===== src/rtl/trap_sequencer_pkg.sv =====
// Shared constants for the machine-mode trap sequencer: cause codes, CSR
// addresses, mstatus field positions, state encodings and mstatus update helpers.
package trap_sequencer_pkg;

    localparam int unsigned N      = 32;
    localparam int unsigned CSR_AW = 12;

    localparam logic [CSR_AW-1:0] CSR_MEPC    = 12'h341;
    localparam logic [CSR_AW-1:0] CSR_MCAUSE  = 12'h342;
    localparam logic [CSR_AW-1:0] CSR_MTVAL   = 12'h343;
    localparam logic [CSR_AW-1:0] CSR_MSTATUS = 12'h300;

    localparam logic [N-1:0] CAUSE_PC_MIS    = 32'd0;
    localparam logic [N-1:0] CAUSE_ILLEGAL   = 32'd2;
    localparam logic [N-1:0] CAUSE_EBREAK    = 32'd3;
    localparam logic [N-1:0] CAUSE_LOAD_MIS  = 32'd4;
    localparam logic [N-1:0] CAUSE_STORE_MIS = 32'd6;
    localparam logic [N-1:0] CAUSE_ECALL     = 32'd11;
    localparam logic [N-1:0] CAUSE_MEI       = 32'h8000_000B;
    localparam logic [N-1:0] CAUSE_MSI       = 32'h8000_0003;

    // bit positions inside i_exc_vec
    localparam int unsigned EXC_PC_MIS    = 0;
    localparam int unsigned EXC_ILLEGAL   = 1;
    localparam int unsigned EXC_EBREAK    = 2;
    localparam int unsigned EXC_ECALL     = 3;
    localparam int unsigned EXC_LOAD_MIS  = 4;
    localparam int unsigned EXC_STORE_MIS = 5;

    localparam int unsigned MSTATUS_MIE    = 3;
    localparam int unsigned MSTATUS_MPIE   = 7;
    localparam int unsigned MSTATUS_MPP_LO = 11;
    localparam int unsigned MSTATUS_MPP_HI = 12;
    localparam int unsigned MIE_MSIE       = 3;
    localparam int unsigned MIE_MEIE       = 11;

    localparam logic [N-1:0] PC_ALIGN_MASK = {{(N-2){1'b1}}, 2'b00};

    localparam logic [2:0] S_IDLE     = 3'd0;
    localparam logic [2:0] S_DRAIN    = 3'd1;
    localparam logic [2:0] S_W_EPC    = 3'd2;
    localparam logic [2:0] S_W_CAUSE  = 3'd3;
    localparam logic [2:0] S_W_TVAL   = 3'd4;
    localparam logic [2:0] S_W_STATUS = 3'd5;
    localparam logic [2:0] S_REDIRECT = 3'd6;
    localparam logic [2:0] S_M_STATUS = 3'd7;

    function automatic logic [N-1:0] trap_mstatus(input logic [N-1:0] s);
        logic [N-1:0] r;
        r = s;
        r[MSTATUS_MPIE] = s[MSTATUS_MIE];
        r[MSTATUS_MIE]  = 1'b0;
        r[MSTATUS_MPP_HI:MSTATUS_MPP_LO] = 2'b11;
        return r;
    endfunction

    function automatic logic [N-1:0] mret_mstatus(input logic [N-1:0] s);
        logic [N-1:0] r;
        r = s;
        r[MSTATUS_MIE]  = s[MSTATUS_MPIE];
        r[MSTATUS_MPIE] = 1'b1;
        r[MSTATUS_MPP_HI:MSTATUS_MPP_LO] = 2'b11;
        return r;
    endfunction

endpackage


===== src/rtl/trap_sequencer_prio_enc.sv =====
// Combinational trap priority encoder: synchronous exceptions first (fixed
// order), then machine external, then machine software interrupt.
module trap_prio_enc
    import trap_sequencer_pkg::*;
(
    input  logic         i_exc_valid,
    input  logic [5:0]   i_exc_vec,
    input  logic         i_glob_ie,
    input  logic         i_meie,
    input  logic         i_msie,
    input  logic         i_mei_pend,
    input  logic         i_msi_pend,
    output logic         o_take,
    output logic         o_is_intr,
    output logic [N-1:0] o_cause
);

    always_comb begin
        o_take    = 1'b0;
        o_is_intr = 1'b0;
        o_cause   = '0;
        if (i_exc_valid && (|i_exc_vec)) begin
            o_take = 1'b1;
            if (i_exc_vec[EXC_PC_MIS])       o_cause = CAUSE_PC_MIS;
            else if (i_exc_vec[EXC_ILLEGAL]) o_cause = CAUSE_ILLEGAL;
            else if (i_exc_vec[EXC_EBREAK])  o_cause = CAUSE_EBREAK;
            else if (i_exc_vec[EXC_ECALL])   o_cause = CAUSE_ECALL;
            else if (i_exc_vec[EXC_LOAD_MIS]) o_cause = CAUSE_LOAD_MIS;
            else                             o_cause = CAUSE_STORE_MIS;
        end else if (i_glob_ie && i_meie && i_mei_pend) begin
            o_take    = 1'b1;
            o_is_intr = 1'b1;
            o_cause   = CAUSE_MEI;
        end else if (i_glob_ie && i_msie && i_msi_pend) begin
            o_take    = 1'b1;
            o_is_intr = 1'b1;
            o_cause   = CAUSE_MSI;
        end
    end

endmodule


===== src/rtl/trap_sequencer.sv =====
// Machine-mode trap entry / MRET sequencer: drains the pipeline, writes the
// trap CSRs one per cycle through the CSR write port, then redirects fetch.
module trap_sequencer
    import trap_sequencer_pkg::*;
(
    input  logic              clk,
    input  logic              rst,
    input  logic              i_exc_valid,
    input  logic [5:0]        i_exc_vec,
    input  logic [N-1:0]      i_exc_pc,
    input  logic [N-1:0]      i_exc_tval,
    input  logic              i_mret,
    input  logic              i_ext_intr,
    input  logic              i_sw_intr,
    input  logic [N-1:0]      i_next_pc,
    input  logic [N-1:0]      i_mstatus,
    input  logic [N-1:0]      i_mie,
    input  logic [N-1:0]      i_mtvec,
    input  logic [N-1:0]      i_mepc,
    input  logic              i_pipe_empty,
    output logic              o_flush,
    output logic              o_busy,
    output logic              o_csr_we,
    output logic [CSR_AW-1:0] o_csr_waddr,
    output logic [N-1:0]      o_csr_wdata,
    output logic              o_redirect,
    output logic [N-1:0]      o_redirect_pc
);

    logic [2:0]        r_state, w_nxt_state;
    logic [N-1:0]      r_cause, r_epc, r_tval, r_status;
    logic              r_flush, r_busy, r_csr_we, r_redirect;
    logic [CSR_AW-1:0] r_csr_waddr;
    logic [N-1:0]      r_csr_wdata, r_redirect_pc;

    logic              w_take, w_is_intr;
    logic [N-1:0]      w_cause;
    logic              w_idle, w_exc_acc, w_mret_acc, w_trap_acc;
    logic              w_csr_we, w_redirect;
    logic [CSR_AW-1:0] w_csr_waddr;
    logic [N-1:0]      w_csr_wdata, w_redirect_pc;
    logic [N-1:0]      w_trap_base, w_trap_pc;
    logic              w_unused_mie;

    trap_prio_enc u_prio (
        .i_exc_valid (i_exc_valid),
        .i_exc_vec   (i_exc_vec),
        .i_glob_ie   (i_mstatus[MSTATUS_MIE]),
        .i_meie      (i_mie[MIE_MEIE]),
        .i_msie      (i_mie[MIE_MSIE]),
        .i_mei_pend  (i_ext_intr),
        .i_msi_pend  (i_sw_intr),
        .o_take      (w_take),
        .o_is_intr   (w_is_intr),
        .o_cause     (w_cause)
    );

    assign w_unused_mie = ^{i_mie[N-1:12], i_mie[10:4], i_mie[2:0]};

    // Exception outranks MRET, which outranks any interrupt.
    assign w_idle     = (r_state == S_IDLE);
    assign w_exc_acc  = w_idle && w_take && !w_is_intr;
    assign w_mret_acc = w_idle && !w_exc_acc && i_mret;
    assign w_trap_acc = w_idle && w_take && !w_mret_acc;

    assign w_trap_base = {i_mtvec[N-1:2], 2'b00};
    assign w_trap_pc   = (i_mtvec[1:0] == 2'b01 && r_cause[N-1])
                       ? w_trap_base + N'({r_cause[4:0], 2'b00})
                       : w_trap_base;

    always_ff @(posedge clk or posedge rst) begin
        if (rst) r_state <= S_IDLE;
        else     r_state <= w_nxt_state;
    end

    // Next state, then next-cycle output values decoded from that state.
    always_comb begin
        w_nxt_state   = r_state;
        w_csr_we      = 1'b0;
        w_csr_waddr   = '0;
        w_csr_wdata   = '0;
        w_redirect    = 1'b0;
        w_redirect_pc = '0;
        case (r_state)
            S_IDLE: begin
                if (w_trap_acc)      w_nxt_state = S_DRAIN;
                else if (w_mret_acc) w_nxt_state = S_M_STATUS;
            end
            S_DRAIN:    if (i_pipe_empty) w_nxt_state = S_W_EPC;
            S_W_EPC:    w_nxt_state = S_W_CAUSE;
            S_W_CAUSE:  w_nxt_state = S_W_TVAL;
            S_W_TVAL:   w_nxt_state = S_W_STATUS;
            S_W_STATUS: w_nxt_state = S_REDIRECT;
            S_M_STATUS: w_nxt_state = S_REDIRECT;
            S_REDIRECT: w_nxt_state = S_IDLE;
            default:    w_nxt_state = S_IDLE;
        endcase
        case (w_nxt_state)
            S_W_EPC: begin
                w_csr_we    = 1'b1;
                w_csr_waddr = CSR_MEPC;
                w_csr_wdata = r_epc & PC_ALIGN_MASK;
            end
            S_W_CAUSE: begin
                w_csr_we    = 1'b1;
                w_csr_waddr = CSR_MCAUSE;
                w_csr_wdata = r_cause;
            end
            S_W_TVAL: begin
                w_csr_we    = 1'b1;
                w_csr_waddr = CSR_MTVAL;
                w_csr_wdata = r_tval;
            end
            S_W_STATUS: begin
                w_csr_we    = 1'b1;
                w_csr_waddr = CSR_MSTATUS;
                w_csr_wdata = trap_mstatus(r_status);
            end
            S_M_STATUS: begin
                w_csr_we    = 1'b1;
                w_csr_waddr = CSR_MSTATUS;
                w_csr_wdata = mret_mstatus(i_mstatus);
            end
            S_REDIRECT: begin
                w_redirect    = 1'b1;
                w_redirect_pc = (r_state == S_M_STATUS) ? (i_mepc & PC_ALIGN_MASK) : w_trap_pc;
            end
            default: ;
        endcase
    end

    always_ff @(posedge clk or posedge rst) begin
        if (rst) begin
            r_cause  <= '0;
            r_epc    <= '0;
            r_tval   <= '0;
            r_status <= '0;
        end else if (w_trap_acc) begin
            r_cause  <= w_cause;
            r_epc    <= w_is_intr ? i_next_pc : i_exc_pc;
            r_tval   <= w_is_intr ? '0 : i_exc_tval;
            r_status <= i_mstatus;
        end
    end

    always_ff @(posedge clk or posedge rst) begin
        if (rst) begin
            r_flush       <= 1'b0;
            r_busy        <= 1'b0;
            r_csr_we      <= 1'b0;
            r_csr_waddr   <= '0;
            r_csr_wdata   <= '0;
            r_redirect    <= 1'b0;
            r_redirect_pc <= '0;
        end else begin
            r_flush       <= (w_nxt_state != S_IDLE);
            r_busy        <= (w_nxt_state != S_IDLE);
            r_csr_we      <= w_csr_we;
            r_csr_waddr   <= w_csr_waddr;
            r_csr_wdata   <= w_csr_wdata;
            r_redirect    <= w_redirect;
            r_redirect_pc <= w_redirect_pc;
        end
    end

    assign o_flush       = r_flush;
    assign o_busy        = r_busy;
    assign o_csr_we      = r_csr_we;
    assign o_csr_waddr   = r_csr_waddr;
    assign o_csr_wdata   = r_csr_wdata;
    assign o_redirect    = r_redirect;
    assign o_redirect_pc = r_redirect_pc;

endmodule


===== config.mk =====
export PLATFORM = sky130hd
export DESIGN_NAME = trap_sequencer
export DESIGN_NICKNAME = d
export VERILOG_FILES = /design/src/rtl/trap_sequencer_pkg.sv /design/src/rtl/trap_sequencer_prio_enc.sv /design/src/rtl/trap_sequencer.sv
export SDC_FILE = /design/constraint.sdc
export NUM_CORES = 1
export LEC_CHECK = 0
export CORE_ASPECT_RATIO = 0.5
export CORE_MARGIN = 4
export CORE_UTILIZATION = 25
export DETAILED_ROUTE_END_ITERATION = 10
export MAX_ROUTING_LAYER = met4
export SYNTH_ARGS = -nofsm -noshare
export SYNTH_HDL_FRONTEND = slang
export SYNTH_HIERARCHICAL = 1
export SYNTH_SLANG_ARGS = --single-unit
export TNS_END_PERCENT = 100

===== constraint.sdc =====
create_clock -name clk -period 11.58 [get_ports clk]
set_input_delay 1.158 -clock clk [delete_from_list [all_inputs] [get_ports clk]]
set_output_delay 1.158 -clock clk [all_outputs]
set_load 0.01 [all_outputs]

Yosys cells after proc, flatten, opt, wreduce, memory -nomap -nowiden
Cells that the tools add are included.

Flip-flop bits (word level): 210. Input bits: 237. Logic and storage cells: 71.

Add/subtract/negate cells: 1. Eq/ne operators: 14. Multiplexer cells: 25. Reduce and logical (&&, ||, !) cells: 20.

Operators with widths (count): two-way mux 32 bit (12); one-hot mux 32 bit (5 select lines) (1); one-hot mux 10 bit (4 select lines) (1); adder 32 x 7 -> 32 bit (1); == test 3 bit, second input constant (8); one-hot mux 3 bit (7 select lines) (1); == test 3 x 2 -> 1 bit, second input constant (4); logical AND 1 bit (11); two-way mux 3 bit (3); two-way mux 1 bit (6); OR reduction 6 bit (1); OR reduction 5 bit (1); OR reduction 2 bit (2); == test 3 x 1 -> 1 bit, second input constant (1); zero test 1 bit (3); zero test 3 bit (1); nonzero test 3 bit (1); == test 2 x 1 -> 1 bit, second input constant (1); two-way mux 2 bit (1).

Logic depth before layout (Yosys ltp)
Word-level depth: 17. Mapped depth: 11. Mapped depth without buffers: 9.

Hierarchy
The synthesis kept the hierarchy.

Modules (own cells, without submodules): trap_sequencer (instances 1, cells an instance 844, area each 9258.9 sq um, seq. area each 4879.7 sq um); trap_prio_enc (instances 1, cells an instance 47, area each 334.1 sq um, seq. area each 0.0 sq um).

Worst setup path after synthesis
OpenSTA, ideal clock, no wires.

Kind: input port to flip-flop. Start: input i_mtvec[2]. End: register r_redirect_pc[20] (netlist: o_redirect_pc[20]). Setup time: 121 ps. Arrival: 2838 ps. Data required time: 11459 ps. Slack: 8621 ps. Stages on the path: 9. Path through: ha_1 -> inv_1 -> fa_1 -> nand2b_1 -> a21oi_1 -> clkbuf_1 -> o2111ai_1 -> xnor2_1 -> a22o_1.

Longest elaborated chain between the ends: 4.

Ends and longest elaborated chain: start, declared (RTL line trap_sequencer.sv:18) `input logic [N-1:0] i_mtvec,`; adder 32 x 7 -> 32 bit (RTL line trap_sequencer.sv:68) `? w_trap_base + N'({r_cause[4:0], 2'b00})`; two-way mux 32 bit (RTL line trap_sequencer.sv:68); two-way mux 32 bit (RTL line trap_sequencer.sv:126) `w_redirect_pc = (r_state == S_M_STATUS) ? (i_mepc & PC_ALIGN_MASK) : w_trap_pc;`; two-way mux 32 bit (RTL line trap_sequencer.sv:98) `case (w_nxt_state)`; via w_redirect_pc[20] (RTL line trap_sequencer.sv:41) `logic [N-1:0] w_csr_wdata, w_redirect_pc;`; end signal, assigned (RTL line trap_sequencer.sv:162) `r_redirect_pc <= w_redirect_pc;`; end, declared (RTL line trap_sequencer.sv:34) `logic [N-1:0] r_csr_wdata, r_redirect_pc;`.

The timed path passes the listed nets, and every way through them passes these cells. A chain may end at the register's enable or synchronous reset.

Final worst setup path
Start: input i_exc_vec[3]. End: register r_csr_wdata[7] (netlist: o_csr_wdata[7]).

Longest elaborated chain between the ends: 14. Elaborated cells on any way between the ends: 21. Classes of those cells: eq/ne (5); mux (6); reduce/logical (10).

Ends and longest elaborated chain: start, declared (RTL line trap_sequencer.sv:9) `input logic [5:0] i_exc_vec,`; OR reduction 6 bit * (RTL line trap_sequencer_prio_enc.sv:22) `if (i_exc_valid && (|i_exc_vec)) begin`; logical AND 1 bit * (RTL line trap_sequencer_prio_enc.sv:22); two-way mux 1 bit * (RTL line trap_sequencer_prio_enc.sv:22); via w_is_intr (RTL line trap_sequencer.sv:36) `logic w_take, w_is_intr;`; zero test 1 bit * (RTL line trap_sequencer.sv:62) `assign w_exc_acc = w_idle && w_take && !w_is_intr;`; logical AND 1 bit * (RTL line trap_sequencer.sv:62); zero test 1 bit * (RTL line trap_sequencer.sv:63) `assign w_mret_acc = w_idle && !w_exc_acc && i_mret;`; logical AND 1 bit * (2 in series) (RTL line trap_sequencer.sv:63); zero test 1 bit (RTL line trap_sequencer.sv:64) `assign w_trap_acc = w_idle && w_take && !w_mret_acc;`; logical AND 1 bit (RTL line trap_sequencer.sv:64); two-way mux 3 bit * (RTL line trap_sequencer.sv:86) `if (w_trap_acc) w_nxt_state = S_DRAIN;`; one-hot mux 3 bit (7 select lines) * (RTL line trap_sequencer.sv:84) `case (r_state)`; via w_nxt_state[1] (RTL line trap_sequencer.sv:30) `logic [2:0] r_state, w_nxt_state;`; == test 3 bit or == test 3 x 2 -> 1 bit (tied branches) (RTL line trap_sequencer.sv:98); one-hot mux 32 bit (5 select lines) * (RTL line trap_sequencer.sv:98); via w_csr_wdata[7] (RTL line trap_sequencer.sv:41); end signal, assigned (RTL line trap_sequencer.sv:160) `r_csr_wdata <= w_csr_wdata;`; end, declared (RTL line trap_sequencer.sv:34).

Mark *: on every way through the listed nets, which the timed path passes. The rest lies on a longest branch.

==> metrics.yaml <==
outcome: "finished clean"
grt-ovfl-total: 0
cap_violations: 0
fin_tns_setup_ns: 0
max_freq_mhz: 235.8
first_pass_iters: 5
slew-limit-headroom_pct: 29.77
syn_avg_cell_area_sq_um: 10.77
power_frac_clock_pct: 22.4
std_cell_rows: 50
synth_edf_count: 0
critPathMaxStageDelay_ns: 0.69
path_class: "input port to register"
die-width_microns: 285.0
power.leakage_nw: 5.566
slew_violations: 0
drc: 0
cts_tree: "done"
vias: 7540
multi_input_area_sq_um: 4270
antenna_found_initial: 1
min_period_ns: 4.241
p_total_mw: 2.855
clock-sinks: 195
ctsResizeCount: 0
synth-async-reset-ratio_pct: 100.0
die_area_sq_um: 41760
grt_max_degree: 146
critical_path_buf_inv_count: 4
syn_area_sq_um: 9593
instances_no_fill: 1662
fin_hold_ws_ns: 0.4893
hold_viol_final: 0
cts_buffers: 17
hpwl_microns: 21560
drtIter0Drc: 570
fillers: 3746
tightest_slew_ns: 1.053
die_y_microns: 146.5
cp_top_family: "buffers and inverters"
placedCellCount: 1629
drt-wirelength-per-cell_microns: 17.92
ant_nets: 0
gp_congestion: 0.8357
cp_common_cell: "buf_4"
ir_worst_vdd_mv: 0.1413
pwr-share-seq_pct: 39.5
period_share_pct: 36.62
grt_pass1_wl_microns: 46320
grt_pass1_vias: 7895
cts_hold_buffers: 0
clockBufferDepth: 2
synth-main-ff-cell: "dfrtp_1"
crit_chain: "clkdlybuf4s50_1 > nor2_2 > a31oi_4 > nor2_4 > buf_4 > nand2b_1 > and3_1 > buf_4 > nor3_1 > inv_1 > nor2_1 > o221ai_1"
routed_via_density: 4.537
pwr-share-comb_pct: 38.1
synth_warnings: 6
numPortBuffers: 269
core_area_sq_um: 37600
wirelength_microns: 29790
cp_max_fo: 63
required_ns: 11.93
start_util_pct: 25.51
ys_types: 61
seq_area_sq_um: 4881
grt_setup_unrepaired: "no"
cp-end-kind: "register"
ys_seq_elements: 195
power_density_nw_per_um2: 214.9
finalSetupViolations: 0
ys_seq_area_share_pct: 50.87
area_delta_synth_final_pct: 38.50
grtUsageTotal_pct: 14.71
clock_skew_ns: 0.01086
internal-power_mw: 1.846
ctsRootBufferMaster: "clkbuf_16"
cp.arrival_ns: 4.59
layout-drive-gt1-share_pct: 11.22
startpoint_type: "input port"
slowest_stage: "buf_4"
h-tree-depth: 4
io_pins: 317
synthCells: 891
post_cts_buffers: 0
clk_latency_ns: 0.45
hold_class: "register to register"
cts.clk_slew.worst_paths_ns: 0.08
nets: 1371
p_sw_share_pct: 35.32
p_switching_mw: 1.008
-- final timing paths --
| kind | startpoint | slack [ns] | cells past startpoint | endpoint |
|---|---|---|---|---|
| max | i_exc_vec[3] | 7.34 | 12 | o_csr_wdata[7] |
| min | r_tval[22] | 0.49 | 2 | r_tval[22] |
| max reg2reg | r_state[1] | 8.03 | 5 | r_status[29] |
| min reg2reg | r_tval[22] | 0.49 | 2 | r_tval[22] |
| max in group asynchronous | rst | 8.92 | 3 | r_state[0] |
| min in group asynchronous | rst | 1.32 | 2 | o_csr_wdata[29] |
-- kinds of logic after synthesis --
group,Yosys count,synth area share [%]
xor gates and xnor gates,21,1.917
adders and majority gates,6,0.8608
muxes,124,13.75
and+or+nand+nor,213,11.11
other,2,0.07829
buffers and inverters,112,6.208
AOI/OAI and AO/OA,218,15.21
DFF,195,50.87
-- cell usage after synthesis (all sizes together), types with 4 or more instances --
| cell type | count | area share, % |
|---|---|---|
| nand2 | 102 | 4.0 |
| o21ai | 109 | 5.7 |
| mux2i | 62 | 6.5 |
| nor2 | 22 | 0.97 |
| and2 | 4 | 0.26 |
| a221o | 28 | 2.9 |
| nor3 | 5 | 0.26 |
| ha | 5 | 0.65 |
| a31oi | 4 | 0.42 |
| a211oi | 9 | 0.83 |
| and4 | 6 | 0.56 |
| mux2 | 62 | 7.3 |
| and3 | 6 | 0.39 |
| buf | 63 | 4.3 |
| nand2b | 41 | 2.7 |
| dfrtp | 195 | 51 |
| a22o | 7 | 0.64 |
| a21oi | 33 | 1.7 |
| xor2 | 10 | 0.91 |
| o2111ai | 6 | 0.55 |
| nand3 | 11 | 0.63 |
| xnor2 | 11 | 1.0 |
| clkbuf | 34 | 1.3 |
| inv | 15 | 0.59 |
-- flip-flops by register name, indices dropped and copies added, names as in the netlist, 3 cells and up --
| register | flops |
|---|---|
| o_redirect_pc | 30 |
| o_csr_wdata | 32 |
| r_status | 29 |
| r_state | 3 |
| r_tval | 32 |
| o_csr_waddr | 4 |
| r_epc | 30 |
| r_cause | 32 |
-- cell type report --
cell class | count | area share, %
Sequential cell | 195 | 36.74
Multi-Input combinational cell | 618 | 32.14
Timing Repair Buffer | 281 | 20.94
Tap cell | 520 | 4.897
Clock buffer | 17 | 3.202
Clock inverter | 15 | 1.582
Inverter | 15 | 0.4803
Antenna cell | 1 | 0.01883
-- through the flow --
step / setup WS (ns) / util, % / instance area [sq um]
final: 7.339 / 35.34 / 13290
after global routing: 7.098 / 35.34 / 13290
after CTS: 7.344 / 35.33 / 13280
after detailed placement: 6.869 / 33.64 / 12650
after global placement: 6.974 / 33.64 / 12650
after floorplan: 5.110 / - / 9721
-- worst reg2reg max path, cell delays in order, from the launching register on --
cell and delay [ns]:
dfrtp_1 0.90, nor3_1 0.24, nand3_4 0.53, buf_4 0.64, buf_4 0.68, mux2_2 0.45
-- per-layer routing --
layer	GRT usage, %	part of all wire [%]	up-vias
li1	-	-	3571
met1	16.31	40	3843
met2	27.25	56	94
met5	-	0	-
met4	4.584	2.3	0
met3	2.309	2.1	32
-- cell usage in the layout (no fill, tap or decap), types with 3 or more instances in the layout --
master,instances
xor2_1,10
mux2_2,62
nand2b_1,41
and3_1,6
a22o_1,7
nor2_2,4
mux2i_1,62
buf_4,12
clkdlybuf4s50_1,269
and2_1,4
nor3_1,4
o211ai_1,3
clkbuf_16,17
a221o_1,28
dfrtp_1,194
a21oi_1,33
and4_1,5
ha_1,5
xnor2_1,11
clkinv_8,4
a31oi_1,3
a21o_1,3
inv_1,14
nor2_1,17
nand4_1,3
inv_6,4
nand2_1,102
a211oi_1,8
o21ai_0,107
o2111ai_1,6
nand3_1,9
conb_1,36
-- power by group through the flow --
stage          clock, mW  combinational [mW]  sequential (mW)
4_1_cts            0.652                1.10             1.13
5_1_grt            0.677                1.20             1.16
3_3_place_gp           0                1.08             1.13
2_1_floorplan          0               0.654             1.13
6_report           0.639                1.09             1.13
3_5_place_dp           0                1.10             1.14
Note: power is estimated with default switching activity, not from simulation.
